<file path="src/rtl/riscv_defines.sv">
// Shared core definitions: string-operator encodings and
// the state type of the in-place string sequencer.
package riscv_defines;

   localparam int STR_OP_WIDTH = 3;

   localparam logic [STR_OP_WIDTH-1:0] STR_OP_UPPER = 3'd0;
   localparam logic [STR_OP_WIDTH-1:0] STR_OP_LOWER = 3'd1;
   localparam logic [STR_OP_WIDTH-1:0] STR_OP_LEET  = 3'd2;
   localparam logic [STR_OP_WIDTH-1:0] STR_OP_ROT13 = 3'd3;

   typedef enum logic [2:0] {
      SS_IDLE,
      SS_RD_REQ,
      SS_RD_WAIT,
      SS_WR_REQ,
      SS_WR_WAIT,
      SS_DONE
   } str_seq_state_e;

   function automatic logic str_op_legal(
      input logic [STR_OP_WIDTH-1:0] op
   );
      return (op == STR_OP_UPPER) || (op == STR_OP_LOWER) ||
             (op == STR_OP_LEET)  || (op == STR_OP_ROT13);
   endfunction

endpackage

</file>
<file path="src/rtl/riscv_str_lane.sv">
// One byte lane of the string sequencer: applies the selected
// character transform and flags a NUL terminator.
module riscv_str_lane
   import riscv_defines::*;
(
   input  logic [STR_OP_WIDTH-1:0] op_i,
   input  logic [7:0]              byte_i,
   output logic [7:0]              byte_o,
   output logic                    is_nul_o
);

   logic       is_lo;
   logic       is_up;
   logic [7:0] fold;

   assign is_lo    = (byte_i >= 8'h61) && (byte_i <= 8'h7A);
   assign is_up    = (byte_i >= 8'h41) && (byte_i <= 8'h5A);
   assign fold     = byte_i | 8'h20;
   assign is_nul_o = (byte_i == 8'h00);

   // Per-operator character mapping; non-letters pass through
   always_comb begin
      byte_o = byte_i;
      case (op_i)
         STR_OP_UPPER: if (is_lo) byte_o = byte_i - 8'd32;
         STR_OP_LOWER: if (is_up) byte_o = byte_i + 8'd32;
         STR_OP_ROT13: begin
            if (is_lo)
               byte_o = (byte_i < 8'h6E) ? byte_i + 8'd13
                                         : byte_i - 8'd13;
            else if (is_up)
               byte_o = (byte_i < 8'h4E) ? byte_i + 8'd13
                                         : byte_i - 8'd13;
         end
         STR_OP_LEET: begin
            if (is_lo || is_up) begin
               case (fold)
                  8'h61:   byte_o = 8'h34;
                  8'h65:   byte_o = 8'h33;
                  8'h69:   byte_o = 8'h31;
                  8'h6F:   byte_o = 8'h30;
                  8'h73:   byte_o = 8'h35;
                  8'h74:   byte_o = 8'h37;
                  default: byte_o = byte_i;
               endcase
            end
         end
         default: byte_o = byte_i;
      endcase
   end

endmodule

</file>
<file path="src/rtl/riscv_str_seq.sv">
// In-place string transform sequencer: word-wise read, four-lane
// transform, masked write-back, stopping at NUL or length limit.
module riscv_str_seq
   import riscv_defines::*;
#(
   parameter int LEN_WIDTH = 16
) (
   input  logic                    clk,
   input  logic                    rst,
   input  logic                    start_i,
   input  logic [STR_OP_WIDTH-1:0] operator_i,
   input  logic [31:0]             addr_i,
   input  logic [LEN_WIDTH-1:0]    len_i,
   output logic                    busy_o,
   output logic                    done_o,
   output logic                    err_o,
   output logic [LEN_WIDTH-1:0]    count_o,
   output logic                    data_req_o,
   output logic                    data_we_o,
   output logic [31:0]             data_addr_o,
   output logic [3:0]              data_be_o,
   output logic [31:0]             data_wdata_o,
   input  logic                    data_gnt_i,
   input  logic                    data_rvalid_i,
   input  logic [31:0]             data_rdata_i
);

   str_seq_state_e          state_q, state_d;
   logic [STR_OP_WIDTH-1:0] op_q, op_d;
   logic [31:0]             addr_q, addr_d;
   logic [LEN_WIDTH-1:0]    len_q, len_d;
   logic [LEN_WIDTH-1:0]    count_q, count_d;
   logic                    err_q, err_d;
   logic [3:0]              be_q, be_d;
   logic [31:0]             wdata_q, wdata_d;
   logic [2:0]              nact_q, nact_d;
   logic                    stop_q, stop_d;

   logic [31:0]             lane_w;
   logic [3:0]              nul;
   logic [3:0]              act;
   logic [2:0]              nact;
   logic [LEN_WIDTH-1:0]    rem;
   logic [LEN_WIDTH-1:0]    cnt_nx;
   logic                    stop;

   for (genvar g = 0; g < 4; g++) begin : g_lane
      riscv_str_lane u_lane (
         .op_i     (op_q),
         .byte_i   (data_rdata_i[8*g +: 8]),
         .byte_o   (lane_w[8*g +: 8]),
         .is_nul_o (nul[g])
      );
   end

   // Active bytes: before the first NUL and within the remaining length
   always_comb begin
      logic run;
      rem  = len_q - count_q;
      act  = '0;
      nact = '0;
      run  = 1'b1;
      for (int i = 0; i < 4; i++) begin
         run    = run & ~nul[i] & (rem > LEN_WIDTH'(i));
         act[i] = run;
         nact   = nact + {2'b00, run};
      end
      cnt_nx = count_q + LEN_WIDTH'(nact);
      stop   = (|nul) || (cnt_nx == len_q);
   end

   // Next-state and datapath register updates
   always_comb begin
      state_d = state_q;
      op_d    = op_q;
      addr_d  = addr_q;
      len_d   = len_q;
      count_d = count_q;
      err_d   = err_q;
      be_d    = be_q;
      wdata_d = wdata_q;
      nact_d  = nact_q;
      stop_d  = stop_q;
      case (state_q)
         SS_IDLE: begin
            if (start_i) begin
               op_d    = operator_i;
               addr_d  = {addr_i[31:2], 2'b00};
               len_d   = len_i;
               count_d = '0;
               err_d   = 1'b0;
               if ((addr_i[1:0] != 2'b00) ||
                   !str_op_legal(operator_i)) begin
                  err_d   = 1'b1;
                  state_d = SS_DONE;
               end else if (len_i == '0) begin
                  state_d = SS_DONE;
               end else begin
                  state_d = SS_RD_REQ;
               end
            end
         end
         SS_RD_REQ: begin
            if (data_gnt_i) state_d = SS_RD_WAIT;
         end
         SS_RD_WAIT: begin
            if (data_rvalid_i) begin
               be_d    = act;
               wdata_d = lane_w;
               nact_d  = nact;
               stop_d  = stop;
               state_d = (act == 4'b0000) ? SS_DONE : SS_WR_REQ;
            end
         end
         SS_WR_REQ: begin
            if (data_gnt_i) state_d = SS_WR_WAIT;
         end
         SS_WR_WAIT: begin
            if (data_rvalid_i) begin
               count_d = count_q + LEN_WIDTH'(nact_q);
               if (stop_q) begin
                  state_d = SS_DONE;
               end else begin
                  addr_d  = addr_q + 32'd4;
                  state_d = SS_RD_REQ;
               end
            end
         end
         SS_DONE: state_d = SS_IDLE;
         default: state_d = SS_IDLE;
      endcase
   end

   // State and datapath registers
   always_ff @(posedge clk) begin
      if (rst) begin
         state_q <= SS_IDLE;
         op_q    <= '0;
         addr_q  <= '0;
         len_q   <= '0;
         count_q <= '0;
         err_q   <= 1'b0;
         be_q    <= '0;
         wdata_q <= '0;
         nact_q  <= '0;
         stop_q  <= 1'b0;
      end else begin
         state_q <= state_d;
         op_q    <= op_d;
         addr_q  <= addr_d;
         len_q   <= len_d;
         count_q <= count_d;
         err_q   <= err_d;
         be_q    <= be_d;
         wdata_q <= wdata_d;
         nact_q  <= nact_d;
         stop_q  <= stop_d;
      end
   end

   // Outputs decoded from state and registers only
   always_comb begin
      busy_o       = (state_q == SS_RD_REQ)  ||
                     (state_q == SS_RD_WAIT) ||
                     (state_q == SS_WR_REQ)  ||
                     (state_q == SS_WR_WAIT);
      done_o       = (state_q == SS_DONE);
      err_o        = done_o & err_q;
      count_o      = count_q;
      data_req_o   = ((state_q == SS_RD_REQ) ||
                      (state_q == SS_WR_REQ)) & ~rst;
      data_we_o    = (state_q == SS_WR_REQ);
      data_addr_o  = addr_q;
      data_wdata_o = wdata_q;
      data_be_o    = 4'h0;
      if (state_q == SS_RD_REQ) data_be_o = 4'hF;
      if (state_q == SS_WR_REQ) data_be_o = be_q;
   end

endmodule

</file>
<file path="config.mk">
export PLATFORM = sky130hd
export DESIGN_NAME = riscv_str_seq
export DESIGN_NICKNAME = d
export VERILOG_FILES = /design/src/rtl/riscv_defines.sv /design/src/rtl/riscv_str_lane.sv /design/src/rtl/riscv_str_seq.sv
export SDC_FILE = /design/constraint.sdc
export NUM_CORES = 1
export LEC_CHECK = 0
export BUFFER_PORTS_ARGS = -buffer_cell sky130_fd_sc_hd__buf_2
export CORE_MARGIN = 2
export CORE_UTILIZATION = 30
export CTS_BUF_LIST = sky130_fd_sc_hd__clkbuf_4 sky130_fd_sc_hd__clkbuf_8
export CTS_CLUSTER_SIZE = 20
export DETAILED_ROUTE_END_ITERATION = 16
export PLACE_DENSITY = 0.49
export SYNTH_ARGS = -nofsm -noshare
export SYNTH_HDL_FRONTEND = slang
export SYNTH_SLANG_ARGS = --single-unit
</file>
<file path="constraint.sdc">
create_clock -name clk -period 6.5 [get_ports clk]
set_input_delay 0.325 -clock clk [delete_from_list [all_inputs] [get_ports clk]]
set_output_delay 0.325 -clock clk [all_outputs]
set_load 0.05 [all_outputs]
</file>
# Yosys cells after proc, flatten, opt, wreduce, memory -nomap -nowiden
# Index checks and enable logic that the tools add are counted.
dict set report word_totals {
  register_bits 111
  inputBits 88
  out_inout_bits 89
  elab_cells 212
}
dict set report op_classes {
  addsub 23
  order_cmp 28
  eq_ne 42
  mux 56
  bitwise 14
  reduce_logical 39
}
# operator count
set op_table {}
lappend op_table {{2-to-1 mux 8 bit} 28}
lappend op_table {{case mux 8 bit (6 select lines)} 4}
lappend op_table {{equality test 7 x 6 -> 1 bit (second input constant)} 24}
lappend op_table {{case mux 8 bit (4 select lines)} 4}
lappend op_table {{2-to-1 mux 32 bit} 3}
lappend op_table {{>= comparator 8 x 7 -> 1 bit (second input constant)} 8}
lappend op_table {{less-or-equal comparator 8 x 7 -> 1 bit (second input constant)} 8}
lappend op_table {{< comparator 8 x 7 -> 1 bit (second input constant)} 8}
lappend op_table {{case mux 32 bit (2 select lines)} 1}
lappend op_table {{adder 16 x 3 -> 16 bit} 2}
lappend op_table {{adder 32 x 3 -> 32 bit (second input constant)} 1}
lappend op_table {{adder 8 x 4 -> 8 bit (second input constant)} 4}
lappend op_table {{adder 8 x 6 -> 8 bit (second input constant)} 4}
lappend op_table {{greater-than comparator 16 x 1 -> 1 bit (second input constant)} 2}
lappend op_table {{greater-than comparator 16 x 2 -> 1 bit (second input constant)} 2}
lappend op_table {{zero test 8 bit} 4}
lappend op_table {{2-to-1 mux 16 bit} 2}
lappend op_table {{case mux 16 bit (2 select lines)} 1}
lappend op_table {{subtractor 8 x 4 -> 8 bit (second input constant)} 4}
lappend op_table {{subtractor 8 x 6 -> 8 bit (second input constant)} 4}
lappend op_table {{2-to-1 mux 3 bit} 9}
lappend op_table {{equality test 3 x 2 -> 1 bit (second input constant)} 6}
lappend op_table {{equality test 16 bit} 1}
lappend op_table {{zero test 16 bit} 1}
lappend op_table {{other kinds (24)} 67}

# Longest topological paths before layout
dict set report logic_depth {
  depth_word 13
  ltp_mapped 25
  ltp_nobuf 24
}

# Cells and area by module
# A second synthesis with hierarchy kept.
dict set report hier_totals {
  cells_unflattened 1490
  area_unflattened_um2 10709.0
}
# mod n_inst cells_per_inst area_per_inst_um2 seq_area_each_um2
set by_module_without_submodules {}
lappend by_module_without_submodules {riscv_str_seq 1 898 6590.1 2182.1}
lappend by_module_without_submodules {riscv_str_lane 4 148 1029.7 0.0}

# Worst setup path before layout
# OpenSTA, ideal clock, no wires.
dict set report synth_timing {
  kind {register to register}
  startpoint {register count_q[4], in the netlist count_o[4]}
  endpoint {register stop_q}
  setup_ns 0.087
  arrival_ns 5.343
  t_required_ns 6.413
  setup_slack_ns 1.070
  stages_incl_launch_ff 24
  path_buffers 2
  period_less_slack_ns 5.430
  cell_sequence {dfxtp_1 clkbuf_1 inv_1 ha_1 buf_4 a21o_4 nor2_2 a211o_1 a2111o_1 a32oi_1 nor4b_2 nand4_1 and2_1 fa_1 ha_1 ha_1 ha_1 a21o_1 a21oi_1 nand2b_1 or3_1 o211ai_1 a31oi_1 o31ai_1}
}
dict set report synth_via {
  elab_chain_len 13
  elab_cells_between_ends 18
  cone_classes {add/sub (5); order compare (4); eq/ne (1); bitwise (7); reduce/logical (1)}
}
# item line
set synth_lines {}
lappend synth_lines {{from (decl)} riscv_str_seq.sv:32} ;# logic [LEN_WIDTH-1:0] count_q, count_d;
lappend synth_lines {{from (signal assigned)} riscv_str_seq.sv:152} ;# count_q <= count_d;
lappend synth_lines {{subtractor 16 bit *} riscv_str_seq.sv:59} ;# rem = len_q - count_q;
lappend synth_lines {{greater-than comparator 16 x 1 -> 1 bit *} riscv_str_seq.sv:64} ;# run = run & ~nul[i] & (rem > LEN_WIDTH'(i));
lappend synth_lines {{bitwise AND 1 bit *} riscv_str_seq.sv:64}
lappend synth_lines {{net act[0]} riscv_str_seq.sv:41} ;# logic [3:0] act;
lappend synth_lines {{branches (longest 6 deep; another with adder 2 x 1 -> 3 bit)} --}
lappend synth_lines {{adder 3 x 1 -> 3 bit *} riscv_str_seq.sv:66} ;# nact = nact + {2'b00, run};
lappend synth_lines {{net nact[1]} riscv_str_seq.sv:42} ;# logic [2:0] nact;
lappend synth_lines {{adder 16 x 3 -> 16 bit *} riscv_str_seq.sv:68} ;# cnt_nx = count_q + LEN_WIDTH'(nact);
lappend synth_lines {{equality test 16 bit *} riscv_str_seq.sv:69} ;# stop = (|nul) || (cnt_nx == len_q);
lappend synth_lines {{logical OR 1 bit *} riscv_str_seq.sv:69}
lappend synth_lines {{to (signal assigned)} riscv_str_seq.sv:157} ;# stop_q <= stop_d;
lappend synth_lines {{to (decl)} riscv_str_seq.sv:37} ;# logic stop_q, stop_d;
# Mark *: on every way through the listed nets, which the timed path passes.
# A chain may end at the register's enable or synchronous reset.

# Worst setup path in the final report
dict set report layout_timing {
  startpoint {register count_q[0], in the netlist count_o[0]}
  endpoint {register stop_q}
}
# Same word-level chain as after synthesis.

==> metrics.txt <==
PD cells 237 mW/mm^2; final period utilization around nine tenths; setup_tns 0 ns; Cell Chain, Critical Path ha_1, fa_1, and2b_1, o2111ai_1, a32o_1, nor4b_1, o2111ai_1, nor4b_2, nand4_1, and2_1, fa_1, ha_1, ha_1, ha_1, a21o_1, a21oi_1, nand2b_1, nor2_1, xor2_1, mux2i_1, nand4_1, o31ai_1; die area 0.0325 sq mm; Max Slew Vio Count 0; Finished Layout Cells around 1800; Hold Buf Count CTS 0; HP Class primary input to flip-flop; cell count after placement about 1800; Worst path most repeated cell ha_1; Clk Latency, worst-skew pair 0.43 ns; Leak Pwr 4.27 nW; Via Count 10187; Post-synth EDFFs 0; count of final setup violators 0; critical path capture point type flip-flop; dominant register cell in the synthesized netlist dfxtp_1; Worst-path clk slew between 0.1 and 0.15 ns; # clock sinks between 100 and 150; Worst slew margin 22.9%; Worst setup SP type flip-flop; drt drc 0; share of cells above drive strength 1 16.7%; IO buf count ~170; Root Driver clkbuf_8; IO Pins approximately 180; site row count 64; largest cells by area after synthesis dfxtp_1 (23%), a21oi_1 (7.4%), ha_1 (7.3%); Max Cap Viol 0; CTS tree yes; critical path type flip-flop to flip-flop; number of iterations in the first detailed-routing pass 5; Cells after Synth between 1000 and 1500; Total Wirelength 33.8 mm; Fin. Hold Viols 0; largest net degree at the start of global routing 59; worst-path fanout max 5; Tmin final approximately 5.8 ns; Syn. warnings 0; Vias/cell 5.59; critical path required time around 7 ns; CP arrival between 6 and 7 ns; RSZ-0062 raised after global routing no; Die Ht about 180 microns; Core Area a little over 0.03 sq mm; Synth area leader dfxtp_1; synthesized cell area between 0.009 and 0.01 sq mm; CTS resizes 0; CTS Buffer Depth 2; worst-margin pin slew ~1.2 ns; Seq cells post-synth roughly 110; vias in the first global route 9452; Global Route Usage Sum 20.3%; die span in x about 180 microns; initial antenna violation count 1; share of synthesized registers carrying an async set or reset 0%; Starting Density a little under a third; WL/cell roughly 19 microns; clock skew ~0.037 ns; DRT iter0 DRCs ~780; grt ovf 0; max frequency between 150 and 200 MHz; CTS H-Tree Depth 3; pre-CTS setup slack 0.720 ns; status finished, final reports clean; register area about 0.0022 sq mm; Cell variety after synth 94; setup ws final 0.665 ns; Max IR drop VDD around 0.00012 V; Antenna Nets Post-Route 0; Num CTS Buffers 9; global-route wire length before repair approximately 54 mm; Layout fillers between 3000 and 4000; share of Yosys cell area claimed by the top area cell type about a quarter; post-synthesis sequential area ratio a little under a quarter; Max stage delay on crit path 0.49 ns; setup bufs post-CTS 0; GPL Wtd Cong approximately 0.88; Avg Inst Size Synth a little over 7 sq um; post-DP HPWL around 25 mm; synthesis-to-layout area growth 14.1%; nets ~1600; Critical-path top delay cell fa_1; area of the multi-input gates approximately 0.0066 sq mm
[worst paths after layout]
path	startpoint	to	slack, ns	cells past startpoint
max	count_o[0]	stop_q	0.67	22
min	addr_i[2]	data_addr_o[2]	0.14	3
max reg2reg	count_o[0]	stop_q	0.67	22
min reg2reg	data_wdata_o[9]	data_wdata_o[9]	0.45	2
[per-stage QoR]
stage | hold WS (ns) | area (sq um) | util (%) | power (W)
2_1_floorplan | 0.425 | 9320 | - | 0.00174
3_3_place_gp | 0.423 | 10400 | 34.1 | 0.00207
3_5_place_dp | 0.437 | 10400 | 34.1 | 0.00207
4_1_cts | 0.110 | 10600 | 34.7 | 0.00254
5_1_grt | 0.128 | 10600 | 34.7 | 0.00268
6_report | 0.135 | 10600 | 34.7 | 0.00252
[sequential cells by signal, summed over array words and instances (netlist names)]
register / cells
op_q: 3
data_addr_o: 30
err_q: 1
count_o: 16
len_q: 16
be_q: 4
data_wdata_o: 32
nact_q: 3
stop_q: 1
state_q: 3
[power breakdown]
group / internal, W / switching (W)
combinational: 0.000375 / 0.000829
clock: 0.000156 / 0.000298
sequential: 0.000750 / 0.000108
total: 0.00128 / 0.00124
[cell usage in the layout, fill, tap and decap left out, drive strengths merged, types with 13 or more instances in the layout]
master / netlist / final
xnor2: 29 / 29
inv: 67 / 71
a31oi: 20 / 20
nor2: 133 / 133
o21ai: 83 / 83
nand2b: 16 / 16
nand3: 35 / 35
o221ai: 13 / 13
nand4: 20 / 20
buf: 14 / 182
a211oi: 25 / 25
o211ai: 17 / 17
dfxtp: 109 / 109
a21oi: 140 / 140
nor4: 14 / 14
ha: 54 / 54
nor2b: 15 / 15
nor3: 48 / 48
nand2: 155 / 155
[metal layers]
metal	routed length, microns	global-route usage, %	up-vias
li1	-	-	5015
met1	16700	30.1	4814
met2	14700	30.7	326
met3	1810	2.79	32
met4	504	4.97	0
met5	0	0	-
[cell type report]
cell class              instances  area share, %
inverters                      67           2.37
well taps                     396           4.66
clock inverters                 6          0.600
clock buffers                  10           1.24
diodes                          1         0.0235
multi-input cells            1051           61.8
repair buffers                182           8.76
flip-flops and latches        109           20.5
[kinds of logic (layout without fill, tap and decap cells)]
family	Yosys count	after routing	share of synthesized area (%)
xor gates and xnor gates	40	40	3.76
other	1	3	0.0403
AOI/OAI and AO/OA	433	433	30.6
buffers and inverters	144	265	6.17
adders and majority gates	58	58	8.11
and+or+nand+nor	502	502	26.1
DFF	109	109	23.4
muxes	16	16	1.79
[critical path: cells and delay by family (launching register included)]
family / cells / cell delay, ns
DFF: 1 / 0.39
and+or+nand+nor: 8 / 1.78
adders and majority gates: 6 / 1.94
xor gates and xnor gates: 1 / 0.15
AOI/OAI and AO/OA: 6 / 1.32
muxes: 1 / 0.18
[Yosys cell counts, types with 11 or more instances]
master    count
nand2_1     155
a21oi_1     138
nor2_1      132
dfxtp_1     109
o21ai_0      74
inv_1        67
clkbuf_1     62
ha_1         54
nor3_1       46
nand3_1      35
xnor2_1      29
a211oi_1     25
a31oi_1      20
nand4_1      20
o211ai_1     17
nand2b_1     15
nor2b_1      14
nor4_1       13
o221ai_1     13
mux2i_1      11
xor2_1       11
(Power assumes the default switching activity.)
